--- config.mk ---
export PLATFORM = sky130hd
export DESIGN_NAME = mem_sequencer_flat
export DESIGN_NICKNAME = d
export VERILOG_FILES = /design/src/rtl/mem_sequencer_if.sv /design/src/rtl/mem_sequencer.sv /design/src/flat_wrapper.sv
export SDC_FILE = /design/constraint.sdc
export NUM_CORES = 1
export LEC_CHECK = 0
export BUFFER_PORTS_ARGS = -buffer_cell sky130_fd_sc_hd__buf_2
export CORE_ASPECT_RATIO = 0.75
export CORE_MARGIN = 8
export CORE_UTILIZATION = 42
export CTS_CLUSTER_SIZE = 25
export DETAILED_ROUTE_END_ITERATION = 10
export GPL_TIMING_DRIVEN = 0
export PLACE_DENSITY_LB_ADDON = 0.08
export SLEW_MARGIN = 5
export SYNTH_ARGS = -nofsm -noshare
export SYNTH_HDL_FRONTEND = slang
export SYNTH_SLANG_ARGS = --single-unit
--- constraint.sdc ---
create_clock -name clk -period 6.65 [get_ports clk]
set_clock_uncertainty 0.2 [all_clocks]
set_input_delay 0.3325 -clock clk [delete_from_list [all_inputs] [get_ports clk]]
set_output_delay 0.3325 -clock clk [all_outputs]
set_load 0.005 [all_outputs]
--- src/rtl/mem_sequencer_if.sv ---
// mem_sequencer_if: command, matrix-RAM and ALU signals of the memory sequencer.
interface mem_sequencer_if;
    logic        start;
    logic [3:0]  opcode;
    logic [7:0]  adrs;
    logic [15:0] data;
    logic        busy;
    logic        done;
    logic        error;
    logic [7:0]  result;
    logic [7:0]  mem_addr;
    logic [7:0]  mem_wdata;
    logic        mem_we;
    logic [7:0]  mem_rdata;
    logic        alu_start;
    logic [3:0]  alu_op;
    logic        alu_done;

    // Requester side: issues commands and also hosts the RAM and ALU.
    modport master (
        output start, opcode, adrs, data, mem_rdata, alu_done,
        input  busy, done, error, result, mem_addr, mem_wdata, mem_we,
               alu_start, alu_op
    );

    // Sequencer side.
    modport slave (
        input  start, opcode, adrs, data, mem_rdata, alu_done,
        output busy, done, error, result, mem_addr, mem_wdata, mem_we,
               alu_start, alu_op
    );
endinterface

--- src/rtl/mem_sequencer.sv ---
// mem_sequencer: runs one decoded command at a time against the matrix RAM
// (single write, latency-aware read, 16-element clear) or launches the ALU
// and waits for it with a timeout.
module mem_sequencer #(
    parameter int READ_LATENCY = 2,
    parameter int ALU_TIMEOUT  = 255
) (
    input logic            clk,
    input logic            rst,
    mem_sequencer_if.slave bus
);

    typedef enum logic [2:0] {
        IDLE,
        WRITE,
        READ_WAIT,
        CLEAR,
        ALU_WAIT,
        DONE
    } state_t;

    localparam logic [3:0] OP_WRITE   = 4'h1;
    localparam logic [3:0] OP_READ    = 4'h2;
    localparam logic [3:0] OP_CLEAR   = 4'h3;
    localparam logic [7:0] READ_LAST  = 8'(READ_LATENCY);
    localparam logic [7:0] ALU_LAST   = 8'(ALU_TIMEOUT - 1);
    localparam logic [3:0] CLEAR_LAST = 4'hF;

    state_t     state;
    state_t     state_next;
    logic [7:0] cnt;
    logic [3:0] opcode_q;
    logic [7:0] adrs_q;
    logic [7:0] wdata_q;
    logic       error_q;
    logic       error_next;
    logic [7:0] result_q;
    logic       read_ready;
    logic       alu_expired;
    logic       unused_data_hi;

    // Opcodes 0 and 4..7 have no handler and go straight to DONE.
    function automatic state_t dispatch(input logic [3:0] op);
        state_t s;
        if (op == OP_WRITE)
            s = WRITE;
        else if (op == OP_READ)
            s = READ_WAIT;
        else if (op == OP_CLEAR)
            s = CLEAR;
        else if (op[3])
            s = ALU_WAIT;
        else
            s = DONE;
        return s;
    endfunction

    // Only the low byte of the immediate ever reaches the RAM.
    assign unused_data_hi = ^bus.data[15:8];

    // The counter restarts at zero on every state entry, so in READ_WAIT it
    // equals the cycles since the address went out and in ALU_WAIT the
    // cycles since alu_start.
    assign read_ready  = (state == READ_WAIT) && (cnt == READ_LAST);
    assign alu_expired = (state == ALU_WAIT) && (cnt == ALU_LAST);

    // State register.
    always_ff @(posedge clk) begin
        if (rst)
            state <= IDLE;
        else
            state <= state_next;
    end

    // Next-state and completion-status decode; alu_done beats the timeout.
    always_comb begin
        state_next = state;
        error_next = 1'b0;
        case (state)
            IDLE: begin
                if (bus.start) begin
                    state_next = dispatch(bus.opcode);
                    error_next = (dispatch(bus.opcode) == DONE);
                end
            end
            WRITE:     state_next = DONE;
            READ_WAIT: if (read_ready) state_next = DONE;
            CLEAR:     if (cnt[3:0] == CLEAR_LAST) state_next = DONE;
            ALU_WAIT: begin
                if (bus.alu_done) begin
                    state_next = DONE;
                end else if (alu_expired) begin
                    state_next = DONE;
                    error_next = 1'b1;
                end
            end
            DONE:      state_next = IDLE;
            default:   state_next = IDLE;
        endcase
    end

    // Shared cycle/element counter; CLEAR leaves at 15 so it never wraps.
    always_ff @(posedge clk) begin
        if (rst)
            cnt <= '0;
        else if (state_next != state)
            cnt <= '0;
        else if (state == READ_WAIT || state == CLEAR || state == ALU_WAIT)
            cnt <= cnt + 8'd1;
    end

    // Command capture, only for a start accepted in IDLE.
    always_ff @(posedge clk) begin
        if (rst) begin
            opcode_q <= '0;
            adrs_q   <= '0;
            wdata_q  <= '0;
        end else if (state == IDLE && bus.start) begin
            opcode_q <= bus.opcode;
            adrs_q   <= bus.adrs;
            wdata_q  <= bus.data[7:0];
        end
    end

    // Status registers: error refreshes on each entry to DONE, result on
    // each completed read; both hold in between.
    always_ff @(posedge clk) begin
        if (rst) begin
            error_q  <= 1'b0;
            result_q <= '0;
        end else begin
            if (state != DONE && state_next == DONE)
                error_q <= error_next;
            if (read_ready)
                result_q <= bus.mem_rdata;
        end
    end

    // Moore outputs decoded from the state and captured command.
    always_comb begin
        bus.busy      = 1'b0;
        bus.done      = 1'b0;
        bus.mem_addr  = '0;
        bus.mem_wdata = '0;
        bus.mem_we    = 1'b0;
        bus.alu_start = 1'b0;
        bus.alu_op    = '0;
        case (state)
            WRITE: begin
                bus.busy      = 1'b1;
                bus.mem_we    = 1'b1;
                bus.mem_addr  = adrs_q;
                bus.mem_wdata = wdata_q;
            end
            READ_WAIT: begin
                bus.busy     = 1'b1;
                bus.mem_addr = adrs_q;
            end
            CLEAR: begin
                bus.busy     = 1'b1;
                bus.mem_we   = 1'b1;
                bus.mem_addr = {2'b00, adrs_q[5:4], cnt[3:0]};
            end
            ALU_WAIT: begin
                bus.busy      = 1'b1;
                bus.alu_op    = opcode_q;
                bus.alu_start = (cnt == 8'd0);
            end
            DONE:    bus.done = 1'b1;
            default: ;
        endcase
    end

    assign bus.error  = error_q;
    assign bus.result = result_q;

    // Pulse-shape and write-enable sanity properties.
    property p_done_single;
        @(posedge clk) disable iff (rst) bus.done |=> !bus.done;
    endproperty
    property p_alu_start_single;
        @(posedge clk) disable iff (rst) bus.alu_start |=> !bus.alu_start;
    endproperty
    property p_we_only_busy;
        @(posedge clk) disable iff (rst) bus.mem_we |-> bus.busy;
    endproperty

    a_done_single:      assert property (p_done_single);
    a_alu_start_single: assert property (p_alu_start_single);
    a_we_only_busy:     assert property (p_we_only_busy);

endmodule

--- src/flat_wrapper.sv ---
// flat-port wrapper written by rule: the top's interface ports become plain ports
module mem_sequencer_flat 
#(
    parameter int READ_LATENCY = 2,
    parameter int ALU_TIMEOUT  = 255
)
  (clk, rst, bus_start, bus_opcode, bus_adrs, bus_data, bus_mem_rdata, bus_alu_done, bus_busy, bus_done, bus_error, bus_result, bus_mem_addr, bus_mem_wdata, bus_mem_we, bus_alu_start, bus_alu_op);
  mem_sequencer_if bus_i ();
  input logic clk;
  input logic rst;
  input wire logic [$bits(bus_i.start)-1:0] bus_start;
  input wire logic [$bits(bus_i.opcode)-1:0] bus_opcode;
  input wire logic [$bits(bus_i.adrs)-1:0] bus_adrs;
  input wire logic [$bits(bus_i.data)-1:0] bus_data;
  input wire logic [$bits(bus_i.mem_rdata)-1:0] bus_mem_rdata;
  input wire logic [$bits(bus_i.alu_done)-1:0] bus_alu_done;
  output wire logic [$bits(bus_i.busy)-1:0] bus_busy;
  output wire logic [$bits(bus_i.done)-1:0] bus_done;
  output wire logic [$bits(bus_i.error)-1:0] bus_error;
  output wire logic [$bits(bus_i.result)-1:0] bus_result;
  output wire logic [$bits(bus_i.mem_addr)-1:0] bus_mem_addr;
  output wire logic [$bits(bus_i.mem_wdata)-1:0] bus_mem_wdata;
  output wire logic [$bits(bus_i.mem_we)-1:0] bus_mem_we;
  output wire logic [$bits(bus_i.alu_start)-1:0] bus_alu_start;
  output wire logic [$bits(bus_i.alu_op)-1:0] bus_alu_op;
  assign bus_i.start = bus_start;
  assign bus_i.opcode = bus_opcode;
  assign bus_i.adrs = bus_adrs;
  assign bus_i.data = bus_data;
  assign bus_i.mem_rdata = bus_mem_rdata;
  assign bus_i.alu_done = bus_alu_done;
  assign bus_busy = bus_i.busy;
  assign bus_done = bus_i.done;
  assign bus_error = bus_i.error;
  assign bus_result = bus_i.result;
  assign bus_mem_addr = bus_i.mem_addr;
  assign bus_mem_wdata = bus_i.mem_wdata;
  assign bus_mem_we = bus_i.mem_we;
  assign bus_alu_start = bus_i.alu_start;
  assign bus_alu_op = bus_i.alu_op;
  mem_sequencer #(.READ_LATENCY(READ_LATENCY), .ALU_TIMEOUT(ALU_TIMEOUT)) u_core (.clk(clk), .rst(rst), .bus(bus_i));
endmodule
==> results.sh <==
export IMPL_outcome="finished clean"
export IMPL_cpMostUsedCell="buf_2"
export IMPL_setup_viol=0
export IMPL_cp_start_kind="flop"
export IMPL_rr_startpoint="u_core.cnt[0]"
export IMPL_insertion_delay_ps=280
export IMPL_final_common_cell="buf_2"
export IMPL_h_tree_depth=2
export IMPL_fin_util_pct=54.58
export IMPL_cts_root_buf="clkbuf_8"
export IMPL_clock_fmax_ghz=0.3884
export IMPL_setup_tns_ps=0
export IMPL_holdCritStartpoint="bus_data[7]"
export IMPL_antenna_cells=0
export IMPL_crit_path_max_fanout=10
export IMPL_yosys_area_top_type="dfxtp_1"
export IMPL_final_nets=349
export IMPL_track_usage_pct=14.41
export IMPL_clock_path_buffers=2
export IMPL_wire_per_inst_um=13.69
export IMPL_slowest_stage="nor3b_1"
export IMPL_synth_distinct_cells=35
export IMPL_worstSetupPathType="reg -> out"
export IMPL_min_period_ps=2574
export IMPL_placed_area_um2=2365
export IMPL_synth_simple_gate_area_share_pct=32.19
export IMPL_cts_setup_buffers=0
export IMPL_synth_avg_cell_area_um2=8.382
export IMPL_numClockSinks=40
export IMPL_io_pins=73
export IMPL_power_density_nw_per_um2=221.7
export IMPL_relSlewSlack_pct=39.63
export IMPL_worst_slew_pin_slew_ps=903.6
export IMPL_ys_seq_area_share_pct=40.48
export IMPL_routed_wl_um=4984
export IMPL_num_fill_cells=448
export IMPL_dp_final_hpwl_um=3794
export IMPL_synth_top_family_by_area="simple AND/OR/NAND/NOR gates"
export IMPL_viasPerCell=4.967
export IMPL_drc=0
export IMPL_vias=1808
export IMPL_cts_tree="built"
export IMPL_synth_edf_count=0
export IMPL_cts_resized=0
export IMPL_synth_top_area_share_pct=40.48
export IMPL_synth_area_mux_share_pct=4.048
export IMPL_cp_cell_sequence="buf_2, nor3b_1, nand2_1, nor4_1, buf_2"
export IMPL_port_buffers=63
export IMPL_synthXorXnorAreaFrac_pct=3.985
export IMPL_initial_core_util_pct=44.03
export IMPL_worst_ep_arrival_time_ps=2040
export IMPL_hold_class="in -> reg"
export IMPL_coreArea_um2=4493
export IMPL_cts_buffers=5
export IMPL_crit_buf_inv=2
export IMPL_antenna_found_initial=0
export IMPL_critPathTopFamily="simple AND/OR/NAND/NOR gates"
export IMPL_grt_max_degree=14
export IMPL_max_cap_violations=0
export IMPL_peakVddDrop_v=0.0001439
export IMPL_slowest_delay_ps=760
export IMPL_fin_area_um2=2452
export IMPL_drive_above_1_share_pct=28.34
export IMPL_core_rowCount=21
export IMPL_antenna_left=0
export IMPL_ys_ff_latch=40
export IMPL_synth_adder_area_share_pct=1.898
export IMPL_period_share_pct=38.71
export IMPL_grt_first_pass_wirelength_um=8238
export IMPL_synthArstFlopShare_pct=0
export IMPL_rsz0062_at_grt="no"
export IMPL_holdBufCountCts=0
export IMPL_area_growth_pct=23.97
export IMPL_cp_required_ps=6120
export IMPL_drt_pass1_iter_count=4
export IMPL_worstSetupStartpoint="u_core.state[2]"
export IMPL_yosys_warnings=0
export IMPL_clkTransAtPathRegs_ps=80
export IMPL_die_width_um=95.25
export IMPL_die_area_um2=7185
export IMPL_synth_area_um2=1978
export IMPL_synth_ff_type="dfxtp_1"
export IMPL_crit_path_end_kind="output pin"
export IMPL_synthTopCellsByArea="dfxtp_1 40%, nand2_1 8.7%, a21oi_1 7.3%"
export IMPL_p_leak_nw=1.033
export IMPL_syn_num_nets=279
export IMPL_place_congestion=0.7958
export IMPL_drv_slew=0
export IMPL_p_total_w=0.0005438
export IMPL_syn_instance_count=236
export IMPL_grt_pass1_vias=1735
export IMPL_hold_viol=0
export IMPL_first_iter_violations=128
export IMPL_mostFrequentLayoutCells="65 x buf_2, 46 x nand2_1, 40 x dfxtp_1"
export IMPL_grt_overflow=0
export IMPL_fp_dieH_um=75.44
export IMPL_synth_compound_area_share_pct=12.90
[path summary, 6_finish.rpt]
path	endpoint	slack (ps)	depth (start not counted)
worst max-delay path	bus_alu_start	4080	5
worst min register to register	u_core.wdata_q[6]	250	2
worst min-delay path	u_core.wdata_q[7]	70	3
worst max register to register	u_core.cnt[6]	4220	8
[metrics by stage]
stage          setup slack, ps  hold WS, ps  std cells
6_report                  4076        71.94        364
5_1_grt                   3959        63.84        364
4_1_cts                   4067        65.13        364
3_5_place_dp              4257        242.5        356
3_3_place_gp              4213        238.1        356
2_1_floorplan             4492        231.5        236
[power breakdown]
group          switching, W  internal (W)
clock             0.0000841     0.0000731
sequential       0.00000926      0.000255
combinational     0.0000742     0.0000481
[registers in the layout (all words and copies together), names as in the netlist]
| register | count |
|---|---|
| u_core.wdata_q | 8 |
| u_core.state | 3 |
| u_core.bus.error | 1 |
| u_core.bus.result | 8 |
| u_core.cnt | 8 |
| u_core.opcode_q | 4 |
| u_core.adrs_q | 8 |
[kinds of logic after synthesis]
logic type / after synthesis
buf+inv: 17
mux: 8
compound gates: 39
simple gates: 120
fa+ha+maj: 3
xor+xnor: 9
flops: 40
[worst reg2reg max path, cell delays in order, from the launching register on]
cell	delay, ps
dfxtp_1	360
inv_1	150
ha_1	200
or4b_4	470
nor3_2	220
buf_6	210
nor4b_4	80
o2111ai_4	310
nor2_1	100
[metal layers]
| metal | share of wire (%) | vias up | wire length, µm | GRT usage (%) |
|---|---|---|---|---|
| met4 | 0.42 | 0 | 21 | 3.103 |
| li1 | - | 934 | - | - |
| met5 | 0 | - | 0 | 0 |
| met1 | 50 | 823 | 2470 | 20.21 |
| met3 | 9.6 | 2 | 480 | 5.512 |
| met2 | 40 | 49 | 2011 | 20.17 |
[cells in the mapped netlist, types with 2 or more instances]
library cell and number:
nor2_1 23, nor4b_1 2, nand3_1 7, nor3_2 2, nor2b_1 7, xor2_1 5, nand2b_1 2, nor3b_1 4
a21oi_1 29, buf_2 2, mux2i_1 8, inv_1 2, o21ai_0 3, nand4_1 4, nor4_1 2, dfxtp_1 40
ha_1 3, or4b_4 2, nand2_1 46, buf_6 3, clkbuf_1 8, buf_1 2, and2_1 15, xnor2_1 4
[layout make-up]
type                       count  area (µm²)  area share [%]
clock buffer                   5       68.82           2.806
tap                           57       71.32           2.908
buffer                        15       81.33           3.316
multi-input combinational    179        1089           44.39
timing repair buffer          63       315.3           12.86
clock inverter                 3       18.77          0.7653
inverter                       2       7.507          0.3061
sequential                    40       800.8           32.65
Note: power is estimated with default switching activity, not from simulation.
